===== config.mk =====
export PLATFORM = sky130hd
export DESIGN_NAME = alu_wb_stage
export DESIGN_NICKNAME = d
export VERILOG_FILES = /design/src/rtl/alu_pkg.sv /design/src/rtl/wb_fifo2.sv /design/src/rtl/alu_wb_stage.sv
export SDC_FILE = /design/constraint.sdc
export NUM_CORES = 1
export LEC_CHECK = 0
export ABC_CLOCK_PERIOD_IN_PS = 2240
export CAP_MARGIN = 20
export CORE_UTILIZATION = 54
export CTS_BUF_LIST = sky130_fd_sc_hd__clkbuf_8
export DETAILED_ROUTE_END_ITERATION = 10
export PLACE_DENSITY = 0.9
export SYNTH_ARGS = -nofsm -noshare
export SYNTH_HDL_FRONTEND = slang
export SYNTH_SLANG_ARGS = --single-unit

===== constraint.sdc =====
create_clock -name clk -period 2.24 [get_ports clk]
set_input_delay 0.336 -clock clk [delete_from_list [all_inputs] [get_ports clk]]
set_output_delay 0.336 -clock clk [all_outputs]
set_load 0.005 [all_outputs]

===== src/rtl/alu_pkg.sv =====
// Shared types and constants for the ALU writeback path.
// OVF_TRAP_EN adds a per-entry arith_ovf bit to wb_entry_t.
package alu_pkg;

   localparam int unsigned DATA_W     = 16;
   localparam int unsigned REG_ADDR_W = 3;

   localparam logic [3:0] COP_ZERO = 4'b0000;
   localparam logic [3:0] COP_ADD  = 4'b0001;
   localparam logic [3:0] COP_SUB  = 4'b0010;
   localparam logic [3:0] COP_MOVB = 4'b0011;
   localparam logic [3:0] COP_EQ   = 4'b0100;
   localparam logic [3:0] COP_TEST = 4'b0110;

   typedef struct packed {
      logic [DATA_W-1:0]     data;
      logic [REG_ADDR_W-1:0] dst;
      logic                  wr_en;
      logic [3:0]            cop;
      logic                  ovf;
`ifdef OVF_TRAP_EN
      logic                  arith_ovf;
`endif
   } wb_entry_t;

   function automatic logic is_arith(input logic [3:0] cop);
      return (cop == COP_ADD) || (cop == COP_SUB);
   endfunction

endpackage


===== src/rtl/wb_fifo2.sv =====
// Two-entry in-order buffer of wb_entry_t with valid/ready on both sides.
// Registered outputs only: nothing on the input side reaches the head combinationally.
module wb_fifo2
   import alu_pkg::*;
(
   input  logic      clk,
   input  logic      rst_n,
   input  logic      in_valid,
   output logic      in_ready,
   input  wb_entry_t in_entry,
   output logic      out_valid,
   input  logic      out_ready,
   output wb_entry_t head
);

   wb_entry_t  mem_q [2];
   wb_entry_t  mem_d [2];
   logic       wr_ptr_q, wr_ptr_d;
   logic       rd_ptr_q, rd_ptr_d;
   logic [1:0] count_q, count_d;
   logic       push, pop;

   assign in_ready  = (count_q != 2'd2);
   assign out_valid = (count_q != 2'd0);
   assign head      = mem_q[rd_ptr_q];
   assign push      = in_valid & in_ready;
   assign pop       = out_valid & out_ready;

   always_comb begin
      mem_d    = mem_q;
      wr_ptr_d = wr_ptr_q;
      rd_ptr_d = rd_ptr_q;
      count_d  = count_q;
      if (push) begin
         mem_d[wr_ptr_q] = in_entry;
         wr_ptr_d        = ~wr_ptr_q;
      end
      if (pop) rd_ptr_d = ~rd_ptr_q;
      case ({push, pop})
         2'b10:   count_d = count_q + 2'd1;
         2'b01:   count_d = count_q - 2'd1;
         default: count_d = count_q;
      endcase
   end

   always_ff @(posedge clk or negedge rst_n) begin
      if (!rst_n) begin
         mem_q[0] <= '0;
         mem_q[1] <= '0;
         wr_ptr_q <= 1'b0;
         rd_ptr_q <= 1'b0;
         count_q  <= 2'd0;
      end else begin
         mem_q    <= mem_d;
         wr_ptr_q <= wr_ptr_d;
         rd_ptr_q <= rd_ptr_d;
         count_q  <= count_d;
      end
   end

endmodule


===== src/rtl/alu_wb_stage.sv =====
// ALU writeback stage: 2-entry buffer to the register-file port plus overflow flag/counter.
// DATA_W/REG_ADDR_W come from alu_pkg; define OVF_TRAP_EN to suppress writes of overflowed results.
module alu_wb_stage
   import alu_pkg::*;
#(
   parameter int unsigned CNT_W = 8
) (
   input  logic                  clk,
   input  logic                  rst_n,
   input  logic                  in_valid,
   output logic                  in_ready,
   input  logic [DATA_W-1:0]     in_result,
   input  logic                  in_ovf,
   input  logic [3:0]            in_cop,
   input  logic [REG_ADDR_W-1:0] in_dst,
   input  logic                  in_wr_en,
   output logic                  out_valid,
   input  logic                  out_ready,
   output logic [DATA_W-1:0]     wb_data,
   output logic [REG_ADDR_W-1:0] wb_addr,
   output logic                  wb_en,
   output logic                  ovf_sticky,
   output logic [CNT_W-1:0]      ovf_count,
   input  logic                  ovf_clr,
   output logic                  ovf_trap
);

   localparam logic [CNT_W-1:0] CNT_ONE = CNT_W'(1);

   wb_entry_t        in_entry, head;
   logic             ovf_event;
   logic             ovf_sticky_q, ovf_sticky_d;
   logic [CNT_W-1:0] ovf_count_q, ovf_count_d;
   logic             unused_head;

   assign ovf_event = in_valid & in_ready & in_ovf & is_arith(in_cop);

   always_comb begin
      in_entry       = '0;
      in_entry.data  = in_result;
      in_entry.dst   = in_dst;
      in_entry.wr_en = in_wr_en;
      in_entry.cop   = in_cop;
      in_entry.ovf   = in_ovf;
`ifdef OVF_TRAP_EN
      in_entry.arith_ovf = in_ovf & is_arith(in_cop);
`endif
   end

   wb_fifo2 u_fifo (
      .clk       (clk),
      .rst_n     (rst_n),
      .in_valid  (in_valid),
      .in_ready  (in_ready),
      .in_entry  (in_entry),
      .out_valid (out_valid),
      .out_ready (out_ready),
      .head      (head)
   );

   assign wb_data = head.data;
   assign wb_addr = head.dst;
   // cop/ovf travel with the entry for downstream debug but are not consumed here
   assign unused_head = ^{head.cop, head.ovf};

`ifdef OVF_TRAP_EN
   assign wb_en    = out_valid & head.wr_en & ~head.arith_ovf;
   assign ovf_trap = out_valid & head.arith_ovf;
`else
   assign wb_en    = out_valid & head.wr_en;
   assign ovf_trap = 1'b0;
`endif

   // a new event wins over a same-cycle clear, so clear+event leaves exactly one
   always_comb begin
      ovf_sticky_d = ovf_sticky_q;
      ovf_count_d  = ovf_count_q;
      if (ovf_clr) begin
         ovf_sticky_d = ovf_event;
         ovf_count_d  = ovf_event ? CNT_ONE : '0;
      end else if (ovf_event) begin
         ovf_sticky_d = 1'b1;
         if (ovf_count_q != '1) ovf_count_d = ovf_count_q + CNT_ONE;
      end
   end

   always_ff @(posedge clk or negedge rst_n) begin
      if (!rst_n) begin
         ovf_sticky_q <= 1'b0;
         ovf_count_q  <= '0;
      end else begin
         ovf_sticky_q <= ovf_sticky_d;
         ovf_count_q  <= ovf_count_d;
      end
   end

   assign ovf_sticky = ovf_sticky_q;
   assign ovf_count  = ovf_count_q;

endmodule


==> qor.txt, run 1 <==
count of final setup violators: 0
DRT Pass-1 Iters: 4
setup ws final: 0.0981 ns
synth unique cells: 32
Clk pwr share: 0.152
drt first-iter violations: 61
Hold WC Path Type: in2async
Hold Worst Slack: -0.00647 ns
most frequent cell after synthesis: mux2_2
hpwl dp: 3.27 mm
Post-Syn Area: 2440 um2
Final Hold Fails: 8
pin count of the biggest net entering global routing: 54
Initial Util: 0.560
CP max FO: 8
IO Count: 62
Net Sw Frac: 0.276
vias in the first global route: 1,733
Worst setup EP type: primary output
Critical Path AT: 1.81 ns
Die Y-Extent: 69.2 um
Post-synth EDFFs: 0
first-pass GRT wire length: 8.02 mm
share of the synthesized area in the top cell type: 0.544
leading post-synthesis cells by instance count: 60 x mux2_2, 53 x dfrtp_1, 6 x nand2_1, 6 x nor2_1
clock-pin slew on the worst setup and hold paths: 0.10 ns
Die Width: 69.2 um
Yosys top cell by area: dfrtp_1
failing checks: negative hold slack
min cycle time layout: 2.14 ns
clk_lat worst skew: 0.31 ns
H-tree levels: 2
internal power: 3000 uW
RSZ-0062 raised after global routing: no
Final TNS setup: 0 ns
VDD IR-drop max: 0.000718 V
Net Count, Synth: 211
GRT Total Usage: 0.215
Layout Nets: 275
fin crit share: 0.956
Seq pwr share: 0.389
via count: 1,639
Post-synth ARST share: 1.00
clock sinks: 53
clock root cell: clkbuf_8
TritonCTS clock tree: done
aggregate global routing overflow: 0
synth top area cells: dfrtp_1 54%, mux2_2 28%, o41ai_1 1.1%
initial antenna violation count: 0
layout cells sized above 1: 0.329
CTS buffer count: 5
critical path startpoint category: flop
Synth Flop Type: dfrtp_1
Comb pwr share: 0.458
fin. max-slew vios: 0
PwrDens: 1280 nW/um2
Yosys warning count: 0
sequential area share after synthesis: 0.544
buffer count from post-CTS setup fixing: 0
buffer depth of the longest clock path: 2
DRT Wirelength: 4.70 mm
Port Buffers: 60
Final Skew: 0.00958 ns
DRC: 0
average routed wire per standard cell: 15.9 um
GP Congestion: 0.821
switching power total: 1140 uW
status: finished, violations left
vias per cell: 5.56
ANT nets after route: 0
Rows: 24
max_cap viols: 0
core area: 4350 um2
Crit Path Category: reg2out
Crit path required time: 1.90 ns
Layout area overhead: 32.6%
Highest Clock Rate: 467 MHz
Inserted Diodes: 0
Leak: 0.00132 uW
die area: 4790 um2
Post-Syn Instances: 179
pre-CTS setup slack: 0.223 ns
#FFs+latches synth: 53
syn avg cell area: 13.6 um2
worst reg-to-reg setup slack: 0.65 ns
## power groups by stage
stage          Combinational (uW)  Sequential (uW)  Clock (uW)
2_1_floorplan                1090             1540           0
3_3_place_gp                 1870             1600           0
3_5_place_dp                 1920             1640           0
4_1_cts                      1930             1620         644
5_1_grt                      2040             1670         681
6_report                     1900             1610         630
## layer usage
layer,up-vias,GRT usage,share of wire
met2,48,0.354,0.51
met5,-,0,0
met3,8,0.0567,0.051
li1,771,-,-
met4,0,0.0748,0.018
met1,812,0.276,0.42
## placed cells by master (no fill, tap or decap), drive strengths merged, types with 2 or more instances in the layout
cell / instances
mux2i: 2
nand2: 6
o311ai: 2
nand3: 3
inv: 5
ha: 2
or4: 2
xnor2: 3
clkdlybuf4s50: 59
nor2: 6
a21oi: 3
xor2: 3
mux2: 60
or3: 2
o21ai: 2
nand4: 2
clkbuf: 5
buf: 7
o41ai: 3
dfrtp: 53
## repair_timing
item	in CTS	in global routing
endpoints found under the setup margin	14	0
hold buffers	0	0
gates resized for setup	1	0
## path summary, 6_finish.rpt
path | cells after the start | from | endpoint
max | 3 | u_fifo.rd_ptr_q | wb_data[13]
min | 2 | rst_n | u_fifo.mem_q[18]
max reg2reg | 5 | ovf_count[0] | ovf_count[5]
min reg2reg | 1 | u_fifo.mem_q[32] | u_fifo.mem_q[32]
max in group asynchronous | 2 | rst_n | u_fifo.rd_ptr_q
min in group clk | 1 | u_fifo.mem_q[32] | u_fifo.mem_q[32]
## final cells by class
type	count	area (um2)
tap	52	65.1
sequential	53	1330
timing repair buffer	66	666
fill	318	1120
inverter	5	18.8
clock inverter	2	35.0
clock buffer	5	68.8
multi-input combinational	112	1050
## cell families (layout without fill, tap and decap cells)
kind of cell | Yosys count | count (layout) | share of synthesized area
simple gates | 27 | 27 | 0.0698
other cells | 1 | 1 | 0.00154
xor+xnor | 6 | 6 | 0.0216
flops | 53 | 53 | 0.544
buf+inv | 14 | 78 | 0.0257
compound gates | 14 | 14 | 0.0416
mux | 62 | 62 | 0.285
fa+ha+maj | 2 | 2 | 0.0103
## registers in the layout, indices dropped and copies added (netlist names)
name             cells
u_fifo.mem_q        40
ovf_sticky           1
ovf_count            8
u_fifo.wr_ptr_q      1
u_fifo.rd_ptr_q      1
u_fifo.count_q       2
## through the flow
stage	hold WS (ns)	total power [uW]	area, um2	util	std cells
2_1_floorplan	0.0404	2630	2440	-	179
3_3_place_gp	0.348	3470	3130	0.718	288
3_5_place_dp	0.351	3550	3130	0.718	288
4_1_cts	0.00835	4190	3230	0.742	295
5_1_grt	0.00443	4390	3230	0.742	295
6_report	-0.00647	4140	3230	0.742	295
## critical path: stages, from the launching register on
cell and delay, ns:
dfrtp_2 0.48, buf_4 0.20, mux2_2 0.35, clkdlybuf4s50_1 0.47
No activity file was read; power rests on OpenSTA's default activity.
==> inputs of run 2 (changes only) <==
Settings changed: ABC_CLOCK_PERIOD_IN_PS 2240 to 2500.
Clock period 2.24 ns to 2.5 ns, I/O delays scaled along.
==> run 2 against run 1 <==
Compared with the run above: core utilization fell by 1.1 points; die area did not move; the flow now finishes without violations; critical path type unchanged; register-to-register slack improved by 0.20 ns.
==> qor.txt, run 2 (same netlist as run 1, synthesis figures left out) <==
Worst setup EP type: primary output
Post-Layout Cell Count: 295 (unchanged)
fin crit share: 0.825
fill cell count: 309 (-2.8%)
Net Sw Frac: 0.285 (+0.00927)
hpwl dp: 3.16 mm (-3.3%)
internal power: 2570 uW (-14%)
average routed wire per standard cell: 15.3 um (-3.9%)
pin count of the biggest net entering global routing: 54 (unchanged)
fin. max-slew vios: 0 (unchanged)
Hold WC Path Type: in2async
clock sinks: 53 (unchanged)
count of final setup violators: 0 (unchanged)
worst reg-to-reg setup slack: 0.85 ns (+0.20 ns)
cell total after placement: 287 (-0.35%)
worst-path cell chain: buf_4, mux2_2, clkdlybuf4s50_1
Hold Worst Slack: 0.167 ns (+0.174 ns)
most common cell after layout, fill and taps aside: mux2_2
Critical Path AT: 1.69 ns (-0.12 ns)
Post-DP Area: 3090 um2 (-1.0%)
switching power total: 1030 uW (-10%)
initial antenna violation count: 0 (unchanged)
VDD IR-drop max: 0.000672 V (-6.4%)
buffer depth of the longest clock path: 2 (unchanged)
CTS buffer count: 5 (unchanged)
critical path startpoint category: flop
Final Total Pwr: 3600 uW (-13%)
layout cells sized above 1: 0.325 (-0.00412)
status: complete, no violations
core area: 4350 um2 (unchanged)
Leak: 0.00130 uW (-1.6%)
CP max stage delay: 0.46 ns (-0.02 ns)
DRT Pass-1 Iters: 4 (unchanged)
cell area after layout: 3180 um2 (-1.5%)
DRT Wirelength: 4.52 mm (-3.9%)
RSZ-0062 raised after global routing: no
Die Y-Extent: 69.2 um (unchanged)
IO Count: 62 (unchanged)
buffer count from post-CTS setup fixing: 0 (unchanged)
slowest cell on the critical path: clkdlybuf4s50_1
most flop-heavy register: u_fifo.mem_q
CP max FO: 12 (+4)
Crit path required time: 2.12 ns (+0.22 ns)
vias in the first global route: 1,664 (-4.0%)
Inserted Diodes: 0 (unchanged)
Final TNS setup: 0 ns (unchanged)
Register-to-Register Path Depth: 4 (-1)
PwrDens: 1130 nW/um2 (-12%)
Layout Nets: 274 (-0.36%)
Initial Util: 0.560 (unchanged)
worst-margin pin slew: 0.650 ns
reg2reg start: u_fifo.count_q[0]
max reg flops: 40 (unchanged)
ANT nets after route: 0 (unchanged)
Layout area overhead: 30.6%
most frequent cells in the layout: 60 x mux2_2, 59 x clkdlybuf4s50_1, 53 x dfrtp_1, 6 x nand2_1
Rows: 24 (unchanged)
die area: 4790 um2 (unchanged)
DRC: 0 (unchanged)
TritonCTS clock tree: done
Die Width: 69.2 um (unchanged)
aggregate global routing overflow: 0 (unchanged)
CTS Hold Bufs: 0 (unchanged)
H-tree levels: 2 (unchanged)
Comb pwr share: 0.470 (+0.012)
via count: 1,635 (-0.24%)
Seq pwr share: 0.395 (+0.006)
GRT Total Usage: 0.203 (-0.0123)
max_cap viols: 0 (unchanged)
Final Hold Fails: 0 (-8)
Crit Path Category: reg2out
GP Congestion: 0.828 (+0.86%)
Highest Clock Rate: 485 MHz
clock-pin slew on the worst setup and hold paths: 0.09 ns (about the same)
vias per cell: 5.54 (-0.24%)
relative slew slack: 0.567
clk_lat worst skew: 0.31 ns (about the same)
min cycle time layout: 2.06 ns
Clk pwr share: 0.135 (-0.017)
worst reg2reg endpoint: ovf_count[5]
first-pass GRT wire length: 7.67 mm (-4.4%)
drt first-iter violations: 44 (-28%)
CTS-repair resized insts: 0 (-1)
Port Buffers: 60 (unchanged)
clock root cell: clkbuf_8
Final Skew: 0.00582 ns (-0.00377 ns)
run 2: changes by cell type in the layout (fill, tap and decap cells not counted):
cell / delta
clkinvlp_4: +1
bufinv_16: -1
buf_12: -2
dfrtp_2: -1
buf_4: +1
inv_6: +1
dfrtp_1: +1
run 2: through the flow:
| step | worst slack (ns) | utilization |
|---|---|---|
| 2_1_floorplan | 0.997 | - |
| 3_3_place_gp | 0.381 | 0.711 |
| 3_5_place_dp | 0.344 | 0.711 |
| 4_1_cts | 0.425 | 0.731 |
| 5_1_grt | 0.363 | 0.731 |
| 6_report | 0.436 | 0.731 |
run 2: metal layers:
metal  routed length (um)  vias to the layer above  GRT usage
li1                     -                      769          -
met1                 2040                      817      0.273
met2                 2200                       45      0.331
met3                  249                        4     0.0523
met4                   27                        0     0.0476
met5                    0                        -          0
run 2: layout make-up:
type | count | area, um2 | share of cell area
inverters | 5 | 18.8 | 0.00589
clock inverters | 3 | 21.3 | 0.00668
flip-flops and latches | 53 | 1330 | 0.417
clock buffers | 5 | 68.8 | 0.0216
multi-input cells | 112 | 1050 | 0.330
well taps | 52 | 65.1 | 0.0204
repair buffers | 65 | 633 | 0.199
run 2: critical path: cells and delay by family, from the launching register on:
family / cells / cell delay, ns
buffers and inverters: 2 / 0.67
flip-flops: 1 / 0.36
multiplexers: 1 / 0.35
run 2: worst max-delay path by stage:
stage | slack (ns) | endpoint | startpoint | cells after the start
detailed placement | 0.34 | ovf_count[5] | in_cop[1] | 5
CTS | 0.42 | wb_addr[0] | u_fifo.rd_ptr_q | 3
global placement | 0.38 | ovf_count[5] | in_cop[1] | 5
global route | 0.36 | wb_data[13] | u_fifo.rd_ptr_q | 3
finish | 0.44 | wb_data[13] | u_fifo.rd_ptr_q | 3
floorplan | 1.0 | ovf_count[5] | in_cop[3] | 4
run 2: power by group through the flow:
stage / sequential, uW / clock [uW] / combinational, uW
floorplan: 1380 / 0 / 979
CTS: 1420 / 499 / 1720
global route: 1460 / 531 / 1830
detailed placement: 1440 / 0 / 1710
finish: 1420 / 485 / 1690
global placement: 1410 / 0 / 1670
==> inputs of run 3 (changes only) <==
Settings changed: ABC_CLOCK_PERIOD_IN_PS 2500 to 1700, CORE_UTILIZATION 54 to 46, PLACE_DENSITY 0.9 to 0.82.
Clock period 2.5 ns to 1.7 ns, I/O delays scaled along.
==> run 3 against run 2 <==
Compared with the run above: the flow now finishes with violations (negative setup slack); first-iteration DRC count rose by 80%; global-route usage is 2.2 points lower; core utilization fell by 5.5 points; sequential cell count did not move; worst hold slack better by 0.30 ns; combinational power increased by 72%; critical path depth is 1 higher; clock power grew 58%; final cell count up 11%; die area grew 17%; critical endpoint is now wb_data[9]; largest cell class unchanged; largest power group unchanged.
==> qor.txt, run 3 (same netlist as run 1, synthesis figures left out) <==
Post-Layout Cell Count: 328 (+11%)
most flop-heavy register: u_fifo.mem_q
Crit Path Category: reg2out
RSZ-0062 raised after global routing: yes
CP max FO: 6 (-6)
Initial Util: 0.477 (-0.0826)
clock root cell: clkbuf_8
H-tree levels: 2 (unchanged)
min cycle time layout: 1.74 ns
Rows: 26 (+8.3%)
worst setup path startpoint: u_fifo.rd_ptr_q
clock-pin slew on the worst setup and hold paths: 0.09 ns (about the same)
die area: 5590 um2 (+17%)
critical path endpoint: wb_data[9]
fill cell count: 407 (+32%)
clk_lat worst skew: 0.30 ns (about the same)
Die Width: 74.8 um (+8.1%)
CP max stage delay: 0.49 ns (+0.03 ns)
Highest Clock Rate: 575 MHz
VDD IR-drop max: 0.000872 V (+30%)
Final Skew: 0.00440 ns (-0.00142 ns)
setup ws final: -0.0390 ns (-0.475 ns)
most frequent CP cell: buf_6
Hold Worst Slack: 0.465 ns (+0.297 ns)
Crit path required time: 1.44 ns (-0.68 ns)
cell area after layout: 3450 um2 (+8.4%)
max_cap viols: 0 (unchanged)
buffer depth of the longest clock path: 2 (unchanged)
DRC: 0 (unchanged)
Layout area overhead: 41.6%
max reg flops: 40 (unchanged)
Register-to-Register Path Depth: 5 (+1)
Die Y-Extent: 74.8 um (+8.1%)
WP depth: 4 (+1)
worst reg2reg endpoint: ovf_count[5]
initial antenna violation count: 0 (unchanged)
cell total after placement: 309 (+7.7%)
pre-CTS setup slack: -0.251 ns (-0.595 ns)
failing checks: negative setup slack
hpwl dp: 3.07 mm (-3.0%)
clock sinks: 53 (unchanged)
drt first-iter violations: 79 (+80%)
layout cells sized above 1: 0.457 (+0.132)
vias per cell: 5.19 (-6.3%)
fin crit share: 1.02
Post-DP Area: 3200 um2 (+3.3%)
Worst setup EP type: primary output
most common cell after layout, fill and taps aside: dfrtp_1
reg2reg start: ovf_count[1]
PwrDens: 1680 nW/um2 (+49%)
Port Buffers: 60 (unchanged)
IO Count: 62 (unchanged)
first-pass GRT wire length: 7.53 mm (-1.8%)
crit path buf inv count: 3 (+1)
core area: 5110 um2 (+17%)
CTS buffer count: 5 (unchanged)
status: finished, violations left
DRT Pass-1 Iters: 4 (unchanged)
Inserted Diodes: 0 (unchanged)
Leak: 0.00150 uW (+15%)
TritonCTS clock tree: done
cell family with the largest share of critical-path delay: flip-flops
aggregate global routing overflow: 0 (unchanged)
count of final setup violators: 10 (+10)
Critical Path AT: 1.48 ns (-0.21 ns)
DRT Wirelength: 4.67 mm (+3.4%)
via count: 1,703 (+4.2%)
most frequent cells in the layout: 51 x dfrtp_1, 50 x mux2_2, 38 x clkdlybuf4s50_1, 18 x buf_6, 11 x buf_2
worst-path cell chain: buf_6, buf_6, mux2_4, buf_6
Layout Nets: 289 (+5.5%)
vias in the first global route: 1,653 (-0.66%)
GRT Total Usage: 0.181 (-0.0217)
average routed wire per standard cell: 14.2 um (-7.0%)
worst reg-to-reg setup slack: 0.15 ns (-0.70 ns)
pin count of the biggest net entering global routing: 54 (unchanged)
fin. max-slew vios: 0 (unchanged)
ANT nets after route: 0 (unchanged)
Final Hold Fails: 0 (unchanged)
critical path startpoint category: flop
slowest cell on the critical path: dfrtp_2
GP Congestion: 0.843 (+1.7%)
Hold WC Path Type: in2async
-- run 3: cell types whose count changed in the layout (fill, tap and decap cells not counted), sizes merged --
cell           change
dlymetal6s2s       +1
clkdlybuf4s50     -21
inv                -1
buf               +32
dlygate4sd3        +1
clkbuf             +4
clkinvlp           -1
-- run 3: worst min-delay path by stage --
stage,from,endpoint,slack (ns),cells after the start
2_1_floorplan,rst_n,ovf_count[0],-0.04,0
3_3_place_gp,rst_n,u_fifo.mem_q[41],0.27,2
3_5_place_dp,rst_n,u_fifo.count_q[1],0.27,2
4_1_cts,rst_n,u_fifo.count_q[1],0.47,3
5_1_grt,rst_n,u_fifo.count_q[0],0.50,3
6_report,rst_n,u_fifo.count_q[1],0.46,3
-- run 3: worst min-delay path, delay by kind of cell --
kind / cells / cell delay [ns]
buffers and inverters: 3 / 0.90
-- run 3: repair_timing --
| item | CTS | global route |
|---|---|---|
| setup endpoints to repair | 20 | 18 |
| hold endpoints to repair | 53 | 0 |
| resized for setup | 96 | 16 |
| hold buffers | 1 | 0 |
| setup buffers | 8 | 1 |
| gates cloned | 1 | 0 |
| pin swaps | 0 | 1 |
-- run 3: cell type report --
cell class                 count  area [um2]  share of cell area
inverter                       5        18.8             0.00544
multi-input combinational    112        1110               0.321
clock buffer                   7        96.3              0.0279
timing repair buffer          80         808               0.234
sequential                    53        1330               0.385
clock inverter                 1        5.00             0.00145
tap                           70        87.6              0.0254
-- run 3: stage by stage --
stage           util  TNS [ns]  power [uW]
2_1_floorplan      -         0        3470
3_3_place_gp   0.626    -0.979        4680
3_5_place_dp   0.626     -1.31        4770
4_1_cts        0.665    -0.528        5740
5_1_grt        0.676    -0.894        6190
6_report       0.676    -0.271        5810
-- run 3: routing by layer --
metal	up-vias	wire (um)	track usage
li1	795	-	-
met1	857	2100	0.220
met2	47	2320	0.313
met3	4	230	0.0522
met4	0	25	0.0524
met5	-	0	0
-- run 3: power breakdown --
group | internal (uW) | total, uW | leakage [uW] | switching, uW
Combinational | 1970 | 2910 | 0.000806 | 934
Sequential | 1810 | 2140 | 0.000641 | 323
Clock | 369 | 764 | 0.0000542 | 395
